**src/rtl/sdram_pattern_tester.sv**
```systemverilog
// Purpose: SDRAM self-test traffic generator; writes a 2^COUNT_WIDTH-word pattern block, reads it back, counts mismatches.
// Latency: button low to first wr_enable is 4 cycles; 3 cycles per written word, 5 per read word with immediate rd_rdy.
// Backpressure: each request waits for busy low; one outstanding read, abandoned after 2^TIMEOUT_WIDTH cycles with no rd_rdy.
// Ports: clk, rst_n (async, active-low); button_n (async start button), dip {read-only, loop, mode[1:0]};
//        host side haddr, wr_data, wr_enable, rd_enable, rd_ack out and busy, rd_data, rd_rdy in;
//        status done, err_cnt, fail_addr and leds {pass, fail, running, err_cnt clipped to 31}.
module sdram_pattern_tester #(
  parameter int                      HADDR_WIDTH   = 24,
  parameter int                      DATA_WIDTH    = 16,
  parameter int                      COUNT_WIDTH   = 8,
  parameter logic [HADDR_WIDTH-1:0]  BASE_ADDR     = '0,
  parameter logic [DATA_WIDTH-1:0]   SEED          = DATA_WIDTH'(16'hA5C3),
  parameter int                      ERR_WIDTH     = 8,
  parameter int                      TIMEOUT_WIDTH = 12
) (
  input  logic                   clk,
  input  logic                   rst_n,
  input  logic                   button_n,
  input  logic [3:0]             dip,
  output logic [7:0]             leds,
  output logic [HADDR_WIDTH-1:0] haddr,
  output logic [DATA_WIDTH-1:0]  wr_data,
  output logic                   wr_enable,
  output logic                   rd_enable,
  input  logic                   busy,
  input  logic [DATA_WIDTH-1:0]  rd_data,
  input  logic                   rd_rdy,
  output logic                   rd_ack,
  output logic                   done,
  output logic [ERR_WIDTH-1:0]   err_cnt,
  output logic [HADDR_WIDTH-1:0] fail_addr
);

  localparam logic [3:0] S_IDLE     = 4'd0;
  localparam logic [3:0] S_WR_REQ   = 4'd1;
  localparam logic [3:0] S_WR_ISSUE = 4'd2;
  localparam logic [3:0] S_WR_GAP   = 4'd3;
  localparam logic [3:0] S_RD_REQ   = 4'd4;
  localparam logic [3:0] S_RD_ISSUE = 4'd5;
  localparam logic [3:0] S_RD_WAIT  = 4'd6;
  localparam logic [3:0] S_RD_ACK   = 4'd7;
  localparam logic [3:0] S_RD_NEXT  = 4'd8;
  localparam logic [3:0] S_DONE     = 4'd9;

  localparam logic [COUNT_WIDTH-1:0]   IDX_MAX = '1;
  localparam logic [TIMEOUT_WIDTH-1:0] WD_MAX  = '1;
  localparam logic [ERR_WIDTH-1:0]     ERR_MAX = '1;

  logic [3:0]             state_q, state_d;
  logic [3:0]             mode_q, mode_d;
  logic [COUNT_WIDTH-1:0] idx_q, idx_d;
  logic [TIMEOUT_WIDTH-1:0] wd_q, wd_d;
  logic [DATA_WIDTH-1:0]  rdat_q, rdat_d;
  logic [ERR_WIDTH-1:0]   err_q, err_d;
  logic [HADDR_WIDTH-1:0] fail_q, fail_d;
  logic [HADDR_WIDTH-1:0] haddr_q, haddr_d;
  logic [DATA_WIDTH-1:0]  wr_data_q, wr_data_d;
  logic                   sync1_q, sync2_q, prev_q;

  logic                   start;
  logic                   ld_addr;
  logic                   rec_err;
  logic [HADDR_WIDTH-1:0] addr_nxt;

  // Write data doubles as the expected read word, so both phases share one generator.
  function automatic logic [DATA_WIDTH-1:0] pattern(input logic [HADDR_WIDTH-1:0] a,
                                                    input logic [1:0]             m);
    logic [DATA_WIDTH-1:0] lo;
    lo = DATA_WIDTH'(a);
    case (m)
      2'b00:   pattern = SEED;
      2'b01:   pattern = lo;
      2'b10:   pattern = ~lo;
      default: pattern = a[0] ? ~SEED : SEED;
    endcase
  endfunction

  // Synchronisers idle high (button released) so reset never produces a start pulse.
  assign start = prev_q & ~sync2_q;

  always_comb begin
    state_d = state_q;
    mode_d  = mode_q;
    idx_d   = idx_q;
    wd_d    = wd_q;
    rdat_d  = rdat_q;
    err_d   = err_q;
    fail_d  = fail_q;
    ld_addr = 1'b0;
    rec_err = 1'b0;

    case (state_q)
      S_IDLE, S_DONE: begin
        if (start) begin
          mode_d  = dip;
          err_d   = '0;
          fail_d  = '0;
          idx_d   = '0;
          ld_addr = 1'b1;
          state_d = dip[3] ? S_RD_REQ : S_WR_REQ;
        end else if ((state_q == S_DONE) && mode_q[2]) begin
          // Loop restart keeps the accumulated error record.
          idx_d   = '0;
          ld_addr = 1'b1;
          state_d = mode_q[3] ? S_RD_REQ : S_WR_REQ;
        end
      end
      S_WR_REQ:   if (!busy) state_d = S_WR_ISSUE;
      S_WR_ISSUE: state_d = S_WR_GAP;
      S_WR_GAP: begin
        ld_addr = 1'b1;
        if (idx_q == IDX_MAX) begin
          idx_d   = '0;
          state_d = S_RD_REQ;
        end else begin
          idx_d   = idx_q + COUNT_WIDTH'(1);
          state_d = S_WR_REQ;
        end
      end
      S_RD_REQ:   if (!busy) state_d = S_RD_ISSUE;
      S_RD_ISSUE: begin
        wd_d    = '0;
        state_d = S_RD_WAIT;
      end
      S_RD_WAIT: begin
        // rd_rdy wins over the watchdog in the terminal cycle.
        if (rd_rdy) begin
          rdat_d  = rd_data;
          state_d = S_RD_ACK;
        end else if (wd_q == WD_MAX) begin
          rec_err = 1'b1;
          state_d = S_RD_NEXT;
        end else begin
          wd_d = wd_q + TIMEOUT_WIDTH'(1);
        end
      end
      S_RD_ACK: begin
        rec_err = (rdat_q != wr_data_q);
        state_d = S_RD_NEXT;
      end
      S_RD_NEXT: begin
        // Guard cycle: a late or lingering rd_rdy is deliberately not looked at here.
        if (idx_q == IDX_MAX) begin
          state_d = S_DONE;
        end else begin
          idx_d   = idx_q + COUNT_WIDTH'(1);
          ld_addr = 1'b1;
          state_d = S_RD_REQ;
        end
      end
      default: state_d = S_IDLE;
    endcase

    if (rec_err) begin
      if (err_q != ERR_MAX) err_d = err_q + ERR_WIDTH'(1);
      if (err_q == '0)      fail_d = haddr_q;
    end

    // Address and pattern only move when the index is (re)loaded, so they stay stable
    // for the whole request/response of one word and read zero until the first start.
    addr_nxt  = BASE_ADDR + HADDR_WIDTH'(idx_d);
    haddr_d   = ld_addr ? addr_nxt : haddr_q;
    wr_data_d = ld_addr ? pattern(addr_nxt, mode_d[1:0]) : wr_data_q;
  end

  always_ff @(posedge clk or negedge rst_n) begin
    if (!rst_n) begin
      state_q   <= S_IDLE;
      mode_q    <= '0;
      idx_q     <= '0;
      wd_q      <= '0;
      rdat_q    <= '0;
      err_q     <= '0;
      fail_q    <= '0;
      haddr_q   <= '0;
      wr_data_q <= '0;
      sync1_q   <= 1'b1;
      sync2_q   <= 1'b1;
      prev_q    <= 1'b1;
    end else begin
      state_q   <= state_d;
      mode_q    <= mode_d;
      idx_q     <= idx_d;
      wd_q      <= wd_d;
      rdat_q    <= rdat_d;
      err_q     <= err_d;
      fail_q    <= fail_d;
      haddr_q   <= haddr_d;
      wr_data_q <= wr_data_d;
      sync1_q   <= button_n;
      sync2_q   <= sync1_q;
      prev_q    <= sync2_q;
    end
  end

  // Outputs are registers or pure decodes of state_q; nothing from the host inputs leaks through.
  assign haddr     = haddr_q;
  assign wr_data   = wr_data_q;
  assign wr_enable = (state_q == S_WR_ISSUE);
  assign rd_enable = (state_q == S_RD_ISSUE);
  assign rd_ack    = (state_q == S_RD_ACK);
  assign done      = (state_q == S_DONE);
  assign err_cnt   = err_q;
  assign fail_addr = fail_q;

  assign leds[7]   = done && (err_q == '0);
  assign leds[6]   = (err_q != '0);
  assign leds[5]   = (state_q != S_IDLE) && (state_q != S_DONE);
  assign leds[4:0] = (err_q > ERR_WIDTH'(31)) ? 5'd31 : err_q[4:0];

endmodule

```
**config.mk**
```make
export PLATFORM = sky130hd
export DESIGN_NAME = sdram_pattern_tester
export DESIGN_NICKNAME = d
export VERILOG_FILES = /design/src/rtl/sdram_pattern_tester.sv
export SDC_FILE = /design/constraint.sdc
export NUM_CORES = 1
export LEC_CHECK = 0
export ABC_CLOCK_PERIOD_IN_PS = 3800
export BUFFER_PORTS_ARGS = -buffer_cell sky130_fd_sc_hd__buf_2
export CORE_ASPECT_RATIO = 0.9
export CORE_MARGIN = 2
export CORE_UTILIZATION = 59
export CTS_CLUSTER_SIZE = 16
export DETAILED_ROUTE_END_ITERATION = 16
export GPL_ROUTABILITY_DRIVEN = 0
export GPL_TIMING_DRIVEN = 0
export PLACE_DENSITY = 0.87
export SLEW_MARGIN = 20
export SYNTH_ARGS = -nofsm -noshare
export SYNTH_HDL_FRONTEND = slang
export SYNTH_SLANG_ARGS = --single-unit
```
**constraint.sdc**
```tcl
create_clock -name clk -period 3.8 [get_ports clk]
set_input_delay 0 -clock clk [delete_from_list [all_inputs] [get_ports clk]]
set_output_delay 0 -clock clk [all_outputs]
set_load 0.05 [all_outputs]
```
-- After elaboration in Yosys (flattened, before gate mapping)
Index checks and enable logic that the tools add are counted.
- input port bits: 25
- logic and storage cells: 95
- flip-flop bits (word level): 103
- multiplexer cells: 39
- reduce and logical (&&, ||, !) cells: 14
- $lt $le $gt $ge: 1
- eq/ne operators: 22
- bitwise gates (word level): 3
- add/subtract/negate cells: 3
- operators by type and width (cell ; count):
    $mux 24 ; 4
    $mux 8 ; 8
    $pmux 16 s3 ; 1
    $pmux 4 s9 ; 1
    $mux 4 ; 7
    $mux 12 ; 2
    $pmux 12 s2 ; 1
    $pmux 8 s3 ; 1
    $add 8x1->8 const B ; 2
    $eq 4x3->1 const B ; 4
    $mux 16 ; 1
    $ne 16x16->1 ; 1
    $not 8->16 ; 1
    $add 12x1->12 const B ; 1
    $eq 12x12->1 const B ; 1
    $mux 3 ; 3
    $eq 4x2->1 const B ; 2
    $eq 4x4->1 const B ; 2
    $eq 8x8->1 const B ; 1
    $gt 8x5->1 const B ; 1
    $logic_not 8->1 ; 1
    $ne 2x2->1 const B ; 4
    $ne 8x8->1 const B ; 1
    $reduce_bool 8->1 ; 1
    21 further kinds ; 30

-- Longest topological paths before layout
Gate-level depths: netlist of the first run.
- depth after elaboration: 7
- gate-level depth with buffers: 14
- gate-level depth less buffers: 13

-- Worst setup path after synthesis of the first run
OpenSTA, ideal clock, no wires.
- path type: register to output
- start point: register err_q[6], in the netlist err_cnt[6]
- end point: output leds[7]
- path slack: 0.678 ns
- cell stages (with the launch flop): 5
- data arrival time: 3.122 ns
- cells stage by stage: dfrtp_1 -> nor3_1 -> nand2b_1 -> or4b_2 -> nor2_1
- longest elaborated chain between the ends: 2
- RTL lines (item ; line ; source):
    start, declared ; 54 ; logic [ERR_WIDTH-1:0] err_q, err_d;
    start signal, assigned ; 186 ; err_q <= err_d;
    $logic_not 8->1 ; 206 ; assign leds[7] = done && (err_q == '0);
    $logic_and 1x1->1 ; 206 ;
    end, declared ; 20 ; output logic [7:0] leds,
Every way passes these cells.

-- Worst setup path after layout of the first run
- start point: register idx_q[0]
- end point: register wr_data_q[3], in the netlist wr_data[3]
- longest elaborated chain between the ends: 5
- elaborated cells on any way between the ends: 12
- those cells by class: add/sub: 1; eq/ne: 1; mux: 9; bitwise: 1
- RTL lines (item ; line ; source):
    start, declared ; 51 ; logic [COUNT_WIDTH-1:0] idx_q, idx_d;
    start signal, assigned ; 183 ; idx_q <= idx_d;
    $add 8x1->8, or another cell as far along ; 116, 146 ;
    $mux 8, on equally long branches ; 143, 112, 94 ;
    $pmux 8 s3 * ; 92 ; case (state_q)
    net addr_nxt[0] ; 63 ; logic [HADDR_WIDTH-1:0] addr_nxt;
    $mux 16 * ; 74 ; default: pattern = a[0] ? ~SEED : SEED;
    $pmux 16 s3 * ; 70 ; case (m)
    end signal, assigned ; 189 ; wr_data_q <= wr_data_d;
    end, declared ; 57 ; logic [DATA_WIDTH-1:0] wr_data_q, wr_data_d;
The timed path passes the listed nets; every way through them passes the cells marked *.
A chain may end at the register's enable or synchronous reset.

==> results of run 1 <==
cell type report:
class / count / area, um2
clock inverters: 7 / 62.6
flip-flops and latches: 97 / 2430
plain buffers: 43 / 255
clock buffers: 9 / 124
multi-input cells: 322 / 2130
inverters: 28 / 105
fillers: 550 / 2090
repair buffers: 114 / 704
well taps: 99 / 124
power by group through the flow:
stage          Clock [uW]  Sequential, uW  Combinational, uW
2_1_floorplan           0            1780               1280
3_3_place_gp            0            1500               1950
3_5_place_dp            0            1520               2020
4_1_cts               654            1490               2050
5_1_grt               688            1540               2220
6_report              644            1510               2080
metal layers:
layer	up-vias	share of wire (%)	GRT usage, %
met1	1964	42	33.5
li1	1908	-	-
met5	-	0	0
met4	0	2.1	7.31
met3	24	5.6	6.30
met2	144	51	44.9
metrics by stage:
| step | power, uW | cells |
|---|---|---|
| floorplan | 3060 | 490 |
| global placement | 3440 | 681 |
| detailed placement | 3530 | 682 |
| CTS | 4190 | 719 |
| global route | 4450 | 719 |
| finish | 4230 | 719 |
path summary, 6_finish.rpt:
| check | from | to |
|---|---|---|
| worst max-delay path | idx_q[0] | wr_data[3] |
| worst min-delay path | dip[1] | mode_q[1] |
| worst max register to register | idx_q[0] | wr_data[3] |
| worst min register to register | sync1_q | sync2_q |
| max in group asynchronous | rst_n | state_q[3] |
| min in group asynchronous | rst_n | fail_addr[19] |
registers in the layout, indices dropped and copies added (netlist names), 4 cells and up:
register	cells
wr_data	10
haddr	8
mode_q	4
state_q	4
err_cnt	8
rdat_q	16
idx_q	8
fail_addr	24
wd_q	12
kinds of logic after synthesis:
kind of cell | synth area share [%]
compound gates | 12.9
other cells | 0.0770
buf+inv | 7.40
fa+ha+maj | 1.29
simple gates | 18.7
xor+xnor | 3.06
flops | 49.9
mux | 6.73
critical path, stage by stage (launching register included):
cell and delay [ns]:
dfrtp_1 0.43, ha_1 0.26, and4_1 0.28, and2_1 0.14, clkbuf_1 0.23, inv_1 0.14
ha_1 0.33, inv_1 0.05, a32oi_1 0.21, nor2_1 0.06, a21oi_1 0.31, inv_1 0.11
nor2_1 0.31, a21oi_2 0.17, a22o_1 0.20
synthesized netlist by cell type, drive strengths merged (2+ instances only):
| library cell | count |
|---|---|
| and3b | 2 |
| and3 | 21 |
| or3 | 4 |
| inv | 28 |
| dfrtp | 94 |
| and4bb | 2 |
| nor3 | 8 |
| mux2 | 18 |
| or4 | 3 |
| clkbuf | 14 |
| ha | 5 |
| and4 | 2 |
| o22ai | 5 |
| nand2 | 27 |
| xor2 | 13 |
| nor2 | 37 |
| a21oi | 20 |
| nand4 | 5 |
| buf | 29 |
| nor4 | 4 |
| dfstp | 3 |
| o21ai | 32 |
| a31oi | 3 |
| a211o | 3 |
| a22o | 5 |
| o2bb2ai | 2 |
| nand3 | 23 |
| nor3b | 5 |
| nand2b | 10 |
| a21o | 6 |
| xnor2 | 4 |
| nor2b | 4 |
| and2 | 3 |
| o31ai | 3 |
| or2 | 3 |
| mux2i | 10 |
placed cells by master, fill, tap and decap left out, drive strengths merged, types with 10 or more instances in the layout:
cell type / Yosys / routed
dfrtp: 94 / 94
and3: 21 / 21
inv: 28 / 31
a21oi: 20 / 20
nor2: 37 / 37
conb: 1 / 16
dlygate4sd3: 0 / 21
nand2: 27 / 27
mux2: 18 / 18
mux2i: 10 / 10
clkbuf: 14 / 23
o21ai: 32 / 32
buf: 29 / 122
xor2: 13 / 13
nand3: 23 / 23
nand2b: 10 / 10
repair_timing:
item	in CTS	in global routing
hold buffers	21	0
buffers inserted	0	0
endpoints found under the hold margin	117	0
==> run summary, run 1 <==
The flow ran to the end, and the final reports show no timing, DRC or antenna violations. The routed wire length per instance is 16.1 um. The clock arrives with 0.0153 ns of skew. The TritonCTS sink count is 97. Measured along the y axis, the die boundary spans 90.2 um.

The portion of total power attributed to the clock network is 15.2%. The proportion of layout cells with a drive suffix above 1 is 28.1%. At the end of the flow, the number of nets in the layout was 645.

The number of cells produced by synthesis came out at 475. Summed over all instances, the cell type with the most area after synthesis is dfrtp_1. The number of buffers created by CTS is 9. For this design the static power due to leakage is 0.00304 uW. The post-route clock period utilization came out at 88.0%.

The number of buffers on the longest clock path is 2. The placed cell area came out at 0.00554 mm2. The routed design could run at a clock period as short as 3.34 ns.

The synthesis warning total is 0. The internal power of the cells is 2220 uW. The number of antenna diodes came out at 0. The H-tree was split into 3 levels. The total overflow left after global routing is 0.

The number of cells on the worst reg-to-reg path is 14. The final setup violation count came out at 0. The chip width came out at 99.8 um. In this run the register-to-register setup slack is 0.46 ns. Clock latency on the worst-skew pair, taken at its later pin, is 0.37 ns. The start-to-end type of the worst setup path is register to register.

In this run, post-CTS repair resized a total of 0 instances. The worst hold path belongs to the class primary input to register. The number of antenna violations at the first check in global routing is 0. The clock tree from TritonCTS is yes. Each instance of the synthesized netlist takes up on average 10.2 um2. The iteration-0 DRC count of the detailed router came out at 292.

The switching portion of total power is 47.6%. The die covers 0.00899 mm2. After synthesis the cells add up to 0.00487 mm2. The layout-stage area growth over the synthesis result came out at 22.0%. The measured slew at the worst slew-check pin is 1.01 ns. The quantity of I/O buffers inserted on ports came out at 92. The initial core utilization is 60.6%. The utilization of the core after routing came out at 74.0%. The iteration count of the initial detailed-routing pass is 5. The data required time at the worst endpoint is 4.07 ns. The share of total power dissipated in sequential elements is 35.7%. The via count of the first global-routing pass came out at 4,022. The number of distinct library cells after synthesis came out at 61. For this run, design rule violations remaining after detail routing come to 0.

After detailed routing, the total wire length is 11.6 mm. The kind of end point of the critical path is a register. The analysis attributes to net switching a power of 2010 uW. The final count of hold timing violations came out at 0. The finished cells cover 0.00594 mm2. The total negative slack came out at 0 ns. The number of vias after detailed routing came out at 4,040. The initialized floorplan defines 31 standard-cell rows. The final critical-path setup slack is 0.458 ns.

In this run, synthesis produced a sequential element count of 97. The overall track demand over capacity in global routing came out at 26.3%. Summed over its instances, the top area cell type makes up 48.3% of the synthesized netlist area. In this run, the combinational gates consume 49.1% of the power.

The max-cap check violation count is 0. The tree is rooted in a clkbuf_8. The arrival time at the worst endpoint came out at 3.61 ns.

In this run, synthesis inferred 0 flip-flops with an integrated enable. The area of the core came out at 0.00803 mm2. The post-placement worst setup slack is 0.635 ns.

The count of boundary I/O pins came out at 109. The detail route stage leaves a number of antenna-violating nets equal to 0. For this run, the leading register cell type out of synthesis is dfrtp_1. The maximum achievable frequency came out at 299 MHz. Across the VDD grid, the largest voltage drop is 0.686 mV.

The first-pass GRT wire length came out at 19.1 mm. The final-report max-slew violation count was 0. The ratio of routed vias to standard cells is 5.62. The number of stages on the worst hold path is 3. The placed wire-length estimate after detailed placement is 7.92 mm. Headroom to the max-slew limit came out at 31.9%. Hold timing on the final database bottoms out at a slack of 0.0385 ns. The pin count of the biggest net entering global routing is 51. The critical path launch point type is a register. In the synthesized netlist the async set-or-reset flop fraction comes to 100%.

The top fanout value on the critical path is 6. Setup repair after global routing left no endpoint under its margin. By area the synthesized netlist is led by dfrtp_1, mux2_2, buf_4.

For this design the ratio of total power to cell area is 712 mW/mm2. The clock-pin slew on the worst setup and hold paths is 0.11 ns. The sequential element share of the synthesized area came out at 49.9%.
No activity file was read; power rests on OpenSTA's default activity.
==> inputs of run 2 (changes only) <==
--- a/config.mk
+++ b/config.mk
@@ -5,11 +5,13 @@
 export SDC_FILE = /design/constraint.sdc
 export NUM_CORES = 1
 export LEC_CHECK = 0
+export ABC_AREA = 1
 export ABC_CLOCK_PERIOD_IN_PS = 3800
 export BUFFER_PORTS_ARGS = -buffer_cell sky130_fd_sc_hd__buf_2
 export CORE_ASPECT_RATIO = 0.9
 export CORE_MARGIN = 2
-export CORE_UTILIZATION = 59
+export CORE_UTILIZATION = 60
+export CTS_CLUSTER_DIAMETER = 200
 export CTS_CLUSTER_SIZE = 16
 export DETAILED_ROUTE_END_ITERATION = 16
 export GPL_ROUTABILITY_DRIVEN = 0
==> run summary, run 2 <==
The number of antenna diodes came out at 0. For this run, the number of Yosys warnings is 0. The critical path contains buffers and inverters numbering 2 combined.

The ratio of routed vias to standard cells is 5.35. Global routing used 28.0% of the available tracks. The via count of the first global-routing pass is 5,099. The proportion of layout cells with a drive suffix above 1 came out at 20.5%. The total net switching power came out at 2070 uW. The utilization of the core after routing is 73.4%. The number of antenna-violating nets in the routed design is 0. The final critical-path setup slack came out at 1.45 ns. The routed wire length per instance came out at 13.4 um.

The chip width came out at 106 um. Power spread over the standard cell area amounts to 629 mW/mm2. The classification of the worst-slack hold path is primary input to register.

In this run the post-CTS setup repair buffer count came out at 0. The pin count of the biggest net entering global routing is 59. The mapped cell area is 0.00562 mm2. Net switching is 49.3% of the power. STA puts the critical path data required time at 3.80 ns. The number of remaining DRC errors came out at 0. The measured slew at the worst slew-check pin came out at 0.514 ns. The number of nets at the end of the flow is 933.

VDD sags by at most 0.474 mV. Once the floorplan was initialized, standard cells occupied 61.6% of the core. The final-report max-slew violation count came out at 0. The final count of hold timing violations came out at 0. The fraction of power consumed by sequential logic came out at 35.3%.

The total routed wirelength came out at 13.8 mm. The total negative slack is 0 ns. The combinational cell fraction of total power is 50.5%. The number of distinct library cells after synthesis came out at 37.

The share of the Yosys chip area taken by registers is 43.3%. Setup violations remaining at the end of the flow were counted as 0. The start-to-end type of the worst setup path is register to output pin. The iteration-0 DRC count of the detailed router is 447. The worst register-to-register path ends at wr_data[1]. The run finished with clean final reports. The number of rows in the core area is 33.

After synthesis, the cell types taking the most area are dfrtp_1, nand2_1, nand3_1. The number of flip-flops in the largest register came out at 24. The die outline area came out at 0.0102 mm2. The top fanout value on the critical path is 10. The path with the worst hold slack has its endpoint at rdat_q[3]. The placed wire-length estimate after detailed placement came out at 10.1 mm.

The internal power of the cells is 2130 uW. The layout-stage area growth over the synthesis result is 19.2%. The worst hold path passes through 4 cells.

In this run the biggest area consumer among cell types represents 41.9% of the synthesized area. The number of clock buffers added by TritonCTS is 9. The async set or reset register ratio after synthesis is 100%. The post-placement worst setup slack is 1.61 ns. The count of boundary I/O pins came out at 109. The kind of end point of the critical path is an output pin.

The setup skew after layout is 0.0130 ns. The vertical die dimension is 95.8 um. The worst relative slew slack is 65.4%. The flop-to-flop setup slack came out at 1.53 ns. The portion of total power attributed to the clock network is 14.2%. Leaving out fill and tap cells, the most frequent cell in the layout is nand2_1. dfrtp_1 takes more of the synthesized area than any other cell. The logic depth of the worst setup path including buffers is 5. The clock root buffer is clkbuf_8. On the critical path the largest part of the delay comes from simple AND/OR/NAND/NOR gates. The leading cell type by number of instances after synthesis is nand2_1. CTS saw 97 sinks. The clock-pin slew on the worst setup and hold paths is 0.09 ns. The worst path in the final design needs a cycle of 2.35 ns, including I/O delays and setup.

The number of antenna violations at the first check in global routing is 0. The number of H-tree levels came out at 3. The cell at the slowest stage of the critical path is dfrtp_1.

Port buffering added 92 buffers. The arrival time at the worst endpoint is 2.35 ns. Detailed routing inserted a total of 5,503 vias. By count the netlist is led by nand2_1, dfrtp_1, nand3_1, nor2_1, inv_1. The biggest cell delay along the critical path came out at 0.46 ns.

Averaged over all synthesized cells, the footprint is 7.36 um2. The flip-flop and latch count after synthesis came out at 97. The number of buffers on the longest clock path is 2.

The number of cells produced by synthesis is 763. The post-route clock period utilization is 61.9%. The reported leakage power is 0.00364 uW. In this run the most critical hold path is launched from rd_rdy. The first-pass GRT wire length came out at 22.9 mm.

The clock latency of the later-clocked register in the worst-skew pair came out at 0.36 ns. The iteration count of the initial detailed-routing pass came out at 7. Setup repair after global routing left no endpoint under its margin. Leaving out fill and tap cells, the most frequent cells in the layout are nand2_1, buf_2, dfrtp_1. The worst-case reg-to-reg path depth came out at 11. TritonCTS built the clock tree. The core region is 0.00913 mm2. After global routing the overflow that remains totals 0.

The signal on the critical path passes through nor3_2 -> nand3_2 -> clkbuf_1 -> nor2_1 -> buf_2. For this run, the leading register cell type out of synthesis is dfrtp_1. In this run the critical register-to-register path is launched from idx_q[0]. Yosys mapped a number of flops with a built-in enable equal to 0.

Across the run, the number of max-cap violations was 0. The maximum achievable frequency came out at 425 MHz. The worst setup path is launched from a register.
run 2: cell types whose count changed in the layout (fill, tap and decap cells not counted), sizes merged, moves of 12 or more:
| cell | previous run | this run |
|---|---|---|
| a21oi | 20 | 8 |
| and3 | 21 | 0 |
| inv | 31 | 77 |
| mux2 | 18 | 0 |
| nand2 | 27 | 262 |
| nand3 | 23 | 83 |
| nor2 | 37 | 76 |
| nor3 | 8 | 28 |
run 2: area by class of cell:
cell class	instances	area (um2)
clock inverter	2	15.0
timing repair buffer	114	704
buffer	43	289
clock buffer	13	149
fill	719	2430
sequential	97	2430
tap	122	153
multi-input combinational	560	2660
inverter	78	293
run 2: how the worst max path moves through the flow:
stage	from	to	slack, ns
global placement	idx_q[0]	wr_data[1]	1.68
global route	err_cnt[6]	leds[7]	1.33
detailed placement	idx_q[0]	wr_data[1]	1.61
CTS	err_cnt[6]	leds[7]	1.46
finish	err_cnt[6]	leds[7]	1.45
floorplan	err_cnt[0]	leds[7]	1.33
run 2: repair_timing:
item,in CTS,in global routing
resized for setup,0,0
hold buffers,21,0
endpoints found under the hold margin,114,0
run 2: logic make-up after synthesis:
| logic type | after synthesis | synth area share, % |
|---|---|---|
| AOI/OAI and AO/OA | 56 | 5.37 |
| adders and majority gates | 5 | 1.11 |
| other | 1 | 0.0668 |
| and+or+nand+nor | 466 | 37.2 |
| xor gates and xnor gates | 17 | 2.65 |
| buffers and inverters | 121 | 10.4 |
| DFF | 97 | 43.3 |
run 2: worst min-delay path: cells and delay by family:
kind / cells / cell delay, ns
and+or+nand+nor: 3 / 0.29
buffers and inverters: 1 / 0.10
run 2: power groups by stage:
stage	Combinational [uW]	Clock (uW)	Sequential, uW
6_report	2130	598	1480
5_1_grt	2330	640	1520
4_1_cts	2110	609	1480
3_5_place_dp	2080	0	1500
3_3_place_gp	2020	0	1480
2_1_floorplan	1350	0	1740
run 2: per-stage QoR:
stage	instance area [um2]	power [uW]	instances	hold WS (ns)
after floorplan	5670	3090	778	-0.296
after global routing	6690	4490	1029	0.0877
after global placement	6290	3500	992	0.105
after detailed placement	6320	3580	993	-0.0691
final	6690	4210	1029	0.0604
after CTS	6690	4200	1029	0.0604
run 2: metal layers:
layer / track usage, % / wire [um] / vias up
li1: - / - / 2662
met1: 35.1 / 5760 / 2575
met2: 50.0 / 6890 / 236
met3: 4.74 / 945 / 30
met4: 9.10 / 226 / 0
met5: 0 / 0 / -
